[src/rtl/archie_kbd_pkg.sv]
// Shared types for the Archie keyboard link: inbound delivery FSM states
// and the status nibble the EXT_BUS handler reports alongside a poll.
package archie_kbd_pkg;

    typedef enum logic [1:0] {
        ST_IDLE  = 2'd0,
        ST_ISSUE = 2'd1,
        ST_GAP   = 2'd2
    } rx_state_t;

    localparam logic [3:0] POLL_STATUS_NIBBLE = 4'hA;

endpackage

[src/rtl/kbd_byte_fifo.sv]
// Synchronous byte FIFO with wrap-bit pointers; a push into a full FIFO is
// accepted only when a pop happens in the same cycle, otherwise o_ovf pulses.
module kbd_byte_fifo
    import archie_kbd_pkg::*;
#(
    parameter int DEPTH = 8
) (
    input  logic       clk_sys,
    input  logic       reset,
    input  logic       i_push,
    input  logic [7:0] i_data,
    input  logic       i_pop,
    output logic [7:0] o_head,
    output logic       o_empty,
    output logic       o_full,
    output logic       o_ovf
);

    localparam int AW = $clog2(DEPTH);
    localparam logic [AW:0] PTR_ONE = {{AW{1'b0}}, 1'b1};

    logic [AW:0] r_wr_ptr;
    logic [AW:0] r_rd_ptr;
    logic [7:0]  r_mem [DEPTH];

    logic w_empty;
    logic w_full;
    logic w_pop;
    logic w_push;

    assign w_empty = (r_wr_ptr == r_rd_ptr);
    assign w_full  = (r_wr_ptr[AW] != r_rd_ptr[AW]) &&
                     (r_wr_ptr[AW-1:0] == r_rd_ptr[AW-1:0]);

    // A simultaneous pop frees the slot the push lands in.
    assign w_pop  = i_pop & ~w_empty;
    assign w_push = i_push & (~w_full | w_pop);

    assign o_head  = r_mem[r_rd_ptr[AW-1:0]];
    assign o_empty = w_empty;
    assign o_full  = w_full;
    assign o_ovf   = i_push & w_full & ~w_pop;

    always_ff @(posedge clk_sys) begin
        if (reset) begin
            r_wr_ptr <= '0;
            r_rd_ptr <= '0;
        end else begin
            if (w_push) r_wr_ptr <= r_wr_ptr + PTR_ONE;
            if (w_pop)  r_rd_ptr <= r_rd_ptr + PTR_ONE;
        end
    end

    always_ff @(posedge clk_sys) begin
        if (w_push) r_mem[r_wr_ptr[AW-1:0]] <= i_data;
    end

endmodule

[src/rtl/kbd_link_sched.sv]
// Keyboard byte scheduler between the core and the HPS: buffers outbound
// bytes for polling and paces inbound bytes to the core.
module kbd_link_sched
    import archie_kbd_pkg::*;
#(
    parameter int OUT_DEPTH = 8,
    parameter int IN_DEPTH  = 8,
    parameter int RX_GAP    = 64
) (
    input  logic       clk_sys,
    input  logic       reset,
    input  logic [7:0] core_tx_data,
    input  logic       core_tx_strobe,
    output logic [7:0] core_rx_data,
    output logic       core_rx_strobe,
    input  logic       core_rx_busy,
    input  logic       poll_req,
    output logic       poll_valid,
    output logic [7:0] poll_data,
    input  logic [7:0] push_data,
    input  logic       push_strobe,
    output logic       out_ovf,
    output logic       in_ovf,
    input  logic       ovf_clr
);

    localparam int GW = $clog2(RX_GAP + 1);
    localparam logic [GW-1:0] GAP_LOAD = GW'(RX_GAP - 1);

    logic            r_tx_strobe_d;
    logic            r_out_ovf;
    logic            r_in_ovf;
    logic [7:0]      r_rx_data;
    logic [GW-1:0]   r_gap_cnt;
    rx_state_t       r_state;
    rx_state_t       w_state_nxt;

    logic            w_tx_rise;
    logic            w_rx_pop;
    logic [7:0]      w_out_head;
    logic            w_out_empty;
    logic            w_out_full;
    logic            w_out_ovf;
    logic [7:0]      w_in_head;
    logic            w_in_empty;
    logic            w_in_full;
    logic            w_in_ovf;

    // Edge detect starts at 0 so a strobe already high at reset release counts.
    assign w_tx_rise = core_tx_strobe & ~r_tx_strobe_d;

    kbd_byte_fifo #(.DEPTH(OUT_DEPTH)) u_out_fifo (
        .clk_sys (clk_sys),
        .reset   (reset),
        .i_push  (w_tx_rise),
        .i_data  (core_tx_data),
        .i_pop   (poll_req),
        .o_head  (w_out_head),
        .o_empty (w_out_empty),
        .o_full  (w_out_full),
        .o_ovf   (w_out_ovf)
    );

    kbd_byte_fifo #(.DEPTH(IN_DEPTH)) u_in_fifo (
        .clk_sys (clk_sys),
        .reset   (reset),
        .i_push  (push_strobe),
        .i_data  (push_data),
        .i_pop   (w_rx_pop),
        .o_head  (w_in_head),
        .o_empty (w_in_empty),
        .o_full  (w_in_full),
        .o_ovf   (w_in_ovf)
    );

    assign poll_valid     = ~w_out_empty;
    assign poll_data      = w_out_empty ? 8'h00 : w_out_head;
    assign core_rx_data   = r_rx_data;
    assign core_rx_strobe = (r_state == ST_ISSUE);
    assign out_ovf        = r_out_ovf;
    assign in_ovf         = r_in_ovf;

    always_comb begin
        w_state_nxt = r_state;
        w_rx_pop    = 1'b0;
        case (r_state)
            ST_IDLE: begin
                if (!w_in_empty && !core_rx_busy) begin
                    w_rx_pop    = 1'b1;
                    w_state_nxt = ST_ISSUE;
                end
            end
            ST_ISSUE: w_state_nxt = ST_GAP;
            ST_GAP: begin
                if (r_gap_cnt == '0) w_state_nxt = ST_IDLE;
            end
            default: w_state_nxt = ST_IDLE;
        endcase
    end

    always_ff @(posedge clk_sys) begin
        if (reset) begin
            r_state   <= ST_IDLE;
            r_gap_cnt <= '0;
            r_rx_data <= 8'h00;
        end else begin
            r_state <= w_state_nxt;
            if (w_rx_pop) r_rx_data <= w_in_head;
            if (r_state == ST_ISSUE)
                r_gap_cnt <= GAP_LOAD;
            else if (r_state == ST_GAP && r_gap_cnt != '0)
                r_gap_cnt <= r_gap_cnt - 1'b1;
        end
    end

    // New overflow takes priority over a clear in the same cycle.
    always_ff @(posedge clk_sys) begin
        if (reset) begin
            r_tx_strobe_d <= 1'b0;
            r_out_ovf     <= 1'b0;
            r_in_ovf      <= 1'b0;
        end else begin
            r_tx_strobe_d <= core_tx_strobe;
            if (w_out_ovf)    r_out_ovf <= 1'b1;
            else if (ovf_clr) r_out_ovf <= 1'b0;
            if (w_in_ovf)     r_in_ovf  <= 1'b1;
            else if (ovf_clr) r_in_ovf  <= 1'b0;
        end
    end

endmodule
[config.mk]
export PLATFORM = sky130hd
export DESIGN_NAME = kbd_link_sched
export DESIGN_NICKNAME = d
export VERILOG_FILES = /design/src/rtl/archie_kbd_pkg.sv /design/src/rtl/kbd_byte_fifo.sv /design/src/rtl/kbd_link_sched.sv
export SDC_FILE = /design/constraint.sdc
export NUM_CORES = 1
export LEC_CHECK = 0
export ABC_AREA = 0
export ABC_CLOCK_PERIOD_IN_PS = 3110
export CAP_MARGIN = 25
export CORE_AREA = 3 3 122 124
export DETAILED_ROUTE_END_ITERATION = 8
export DIE_AREA = 0 0 125 127
export HOLD_SLACK_MARGIN = 0.05
export PLACE_DENSITY = 0.75
export SLEW_MARGIN = 20
export SYNTH_ARGS = -nofsm -noshare
export SYNTH_HDL_FRONTEND = slang
export SYNTH_SLANG_ARGS = --single-unit
export TNS_END_PERCENT = 5
[constraint.sdc]
create_clock -name clk_sys -period 3.11 [get_ports clk_sys]
set_input_delay 0.7775 -clock clk_sys [delete_from_list [all_inputs] [get_ports clk_sys]]
set_output_delay 0.7775 -clock clk_sys [all_outputs]
set_load 0.02 [all_outputs]
==> flow_metrics.py <==
metrics = {
    "grt": {
        "grt_max_degree": 50,
        "overflow": 0,
        "antenna_found_initial": 0,
        "grt_pass1_vias": 3896,
        "track_usage_pct": 17.41,
        "grt_pass1_wl_um": 21130,
    },
    "die": {
        "die_area_mm2": 0.01588,
        "rows": 43,
        "core_area_mm2": 0.01388,
        "die_w_um": 125,
        "die_h_um": 127,
        "ios": 43,
        "start_util_pct": 49.68,
    },
    "finish": {
        "diodes": 0,
        "area_growth_pct": 18.18,
        "multi_input_area_mm2": 0.002141,
        "fin_nets": 500,
        "fin_area_mm2": 0.008149,
        "layout-drive-gt1-share_pct": 20.82,
        "seq_area_mm2": 0.004634,
        "n_fill_cell": 1029,
    },
    "synth": {
        "postSynthCellCount": 417,
        "yosysWarningCount": 0,
        "async_reset_ff_share_pct": 0,
        "synth_area_mm2": 0.006895,
        "synth-seq-cells": 167,
        "synth.distinct_cells": 56,
        "synth_nets": 445,
        "synth_edf_count": 128,
        "avgSynthCellArea_um2": 16.54,
        "yosysSeqAreaShare_pct": 67.07,
        "yosys_most_used_dff": "edfxtp_1",
    },
    "worst_hold_path": {
        "min_path_type": "flop to flop",
        "min_from": "u_out_fifo.r_rd_ptr[3]$_SDFFE_PP0P_",
    },
    "worst_setup_path": {
        "crit_path_max_incr_delay_ps": 530,
        "critPathTopFamily": "buffers and inverters",
        "end_kind": "primary output",
        "cp_max_fo": 16,
        "timing.rr.start": "u_in_fifo.r_wr_ptr[0]$_SDFFE_PP0P_",
        "startpoint_type": "flop",
        "worst-setup-path-type": "flop to primary output",
        "cp.buffers_inverters": 2,
        "path_cells": "buf_12 -> mux4_2 -> mux2i_1 -> nor2_1 -> clkdlybuf4s50_1",
        "slowest_stage": "clkdlybuf4s50_1",
        "critPathArrivalTime_ps": 2240,
        "critPathRequiredTime_ps": 2330,
    },
    "timing": {
        "fmax_mhz": 331.1,
        "hold_viol_final": 0,
        "skew_ps": 12.05,
        "tightest_slew_ps": 836.5,
        "timing.setup.tns_ps": 0,
        "rsz0062_at_grt": "no",
        "finalSetupViolCount": 0,
        "fin_crit_sh_pct": 97.12,
        "finalCriticalPeriod_ps": 3021,
        "slew_headroom_pct": 44.23,
        "slew_viol_final": 0,
    },
    "drt": {
        "wirelength_um": 12810,
        "drcViolationCount": 0,
        "post_drt_wl_per_cell_um": 19.26,
        "drt_iter0_markers": 434,
        "ant_nets": 0,
        "dr.pass1.iters": 4,
        "via_per_inst": 5.589,
        "vias": 3717,
    },
    "outcome": {
        "run_status": "completed",
    },
    "power": {
        "vdd_ir_drop_max_mv": 0.4656,
        "leakage_nw": 2.740,
        "power_density_mw_per_mm2": 660.0,
    },
    "clock_tree": {
        "root_buffer": "clkbuf_16",
        "clk_pin_slew_ps": 60,
        "holdBufCountCts": 0,
        "postCtsSetupBuffers": 0,
        "clk_latency_ps": 420,
        "htreeDepth": 4,
        "tritoncts": "yes",
        "clockBufferDepth": 2,
        "cts_buffers": 17,
        "numClockSinks": 167,
    },
    "job": {
        "maxCapViolCount": 0,
    },
    "placement": {
        "port_buffers": 42,
        "gp_congestion": 0.7933,
        "placedInstanceArea_mm2": 0.007565,
        "hpwl_um": 8466,
    },
}
==> final timing paths <==
path,end,slack (ps),depth (start not counted)
worst max-delay path,poll_data[2],90,5
worst min-delay path,u_out_fifo.r_rd_ptr[3]$_SDFFE_PP0P_,510,2
worst max register to register,u_in_fifo.r_mem[5][1]$_DFFE_PP_,820,4
worst min register to register,u_out_fifo.r_rd_ptr[3]$_SDFFE_PP0P_,510,2
==> routing by layer <==
layer / track usage, % / part of all wire, %
met1: 23.37 / 44
met2: 27.65 / 49
met3: 4.766 / 5.7
met4: 6.314 / 1.5
met5: 0 / 0
==> worst register-to-register path: cells and delay by family, from the launching register on <==
| family | cells | cell delay (ps) |
|---|---|---|
| simple gates | 2 | 700 |
| flops | 1 | 610 |
| xor+xnor | 1 | 380 |
| compound gates | 1 | 250 |
==> Yosys cell counts (2+ instances only) <==
| master | count | area share [%] |
|---|---|---|
| nand2_1 | 5 | 0.27 |
| and4_1 | 3 | 0.38 |
| mux2_2 | 4 | 0.65 |
| nor4_1 | 5 | 0.45 |
| or3_1 | 4 | 0.36 |
| mux2i_1 | 19 | 2.8 |
| a32oi_1 | 2 | 0.25 |
| clkbuf_1 | 8 | 0.44 |
| buf_2 | 7 | 0.51 |
| o311ai_0 | 2 | 0.25 |
| xor2_1 | 9 | 1.1 |
| mux2_1 | 2 | 0.33 |
| o21ai_0 | 6 | 0.44 |
| mux4_2 | 32 | 10 |
| nand2b_1 | 5 | 0.45 |
| ha_1 | 5 | 0.91 |
| buf_1 | 3 | 0.16 |
| a211oi_1 | 10 | 1.1 |
| edfxtp_1 | 128 | 56 |
| nor3_1 | 7 | 0.51 |
| xnor2_1 | 4 | 0.51 |
| nand4_1 | 3 | 0.27 |
| xor2_2 | 3 | 0.71 |
| buf_4 | 5 | 0.54 |
| and4b_1 | 3 | 0.44 |
| nor2b_1 | 9 | 0.82 |
| o311ai_1 | 3 | 0.38 |
| a211o_1 | 3 | 0.38 |
| nor2_1 | 25 | 1.4 |
| inv_1 | 9 | 0.49 |
| a21oi_1 | 17 | 1.2 |
| nand3_1 | 5 | 0.36 |
| dfxtp_1 | 39 | 11 |
==> placed cells by master (no fill, tap or decap), types with 7 or more instances in the layout <==
cell type,n
a211oi_1,10
a21oi_1,17
buf_4,17
clkbuf_16,17
clkdlybuf4s50_1,35
dfxtp_1,35
edfxtp_1,128
inv_1,9
mux2i_1,19
mux4_2,32
nor2_1,25
nor2b_1,9
nor3_1,7
xor2_1,9
==> cell families (layout without fill, tap and decap cells) <==
logic type | Yosys count | count (layout) | share of synthesized area, %
flops | 167 | 167 | 67.07
buf+inv | 33 | 101 | 2.304
mux | 57 | 57 | 14.19
simple gates | 88 | 88 | 7.785
fa+ha+maj | 5 | 5 | 0.9073
compound gates | 51 | 51 | 5.390
xor+xnor | 16 | 16 | 2.359
==> report_power, final <==
| part | internal, mW | total [mW] | switching [mW] | leakage [nW] |
|---|---|---|---|---|
| registers | 2.50 | 2.58 | 0.0798 | 1.48 |
| logic | 0.427 | 0.889 | 0.463 | 1.01 |
| clock network | 1.10 | 1.91 | 0.817 | 0.252 |
| total | 4.02 | 5.38 | 1.36 | 2.74 |
==> per-stage QoR <==
step | utilization, % | total power [mW] | setup slack [ps] | hold WS [ps] | std cells
finish | 58.71 | 5.378 | 89.47 | 507.0 | 665
global route | 58.71 | 5.599 | 0.7401 | 524.7 | 665
CTS | 58.40 | 5.431 | 14.80 | 512.7 | 665
detailed placement | 54.50 | 3.517 | 194.8 | 504.4 | 633
global placement | 54.50 | 3.491 | 295.6 | 488.9 | 633
floorplan | - | 3.208 | 396.4 | 467.1 | 417
==> registers in the layout, summed over array words and instances (netlist names), named ones only <==
signal,flops
u_in_fifo.r_mem,64
u_out_fifo.r_mem,64
core_rx_data,8
r_gap_cnt,7
u_in_fifo.r_rd_ptr,4
u_in_fifo.r_wr_ptr,4
u_out_fifo.r_rd_ptr,4
u_out_fifo.r_wr_ptr,4
r_state,2
in_ovf,1
out_ovf,1
r_tx_strobe_d,1
==> timing repair <==
| action | in CTS | in global routing |
|---|---|---|
| pin swaps | 0 | 1 |
| setup endpoints to repair | 9 | 8 |
| gates resized for setup | 3 | 11 |
==> layout make-up <==
cell class,instances,share of cell area (%)
clock buffers,20,5.359
clock inverters,12,1.274
multi-input cells,217,26.27
repair buffers,60,7.047
well taps,180,2.764
flip-flops and latches,167,56.87
inverters,9,0.4146
(Power assumes the default switching activity.)
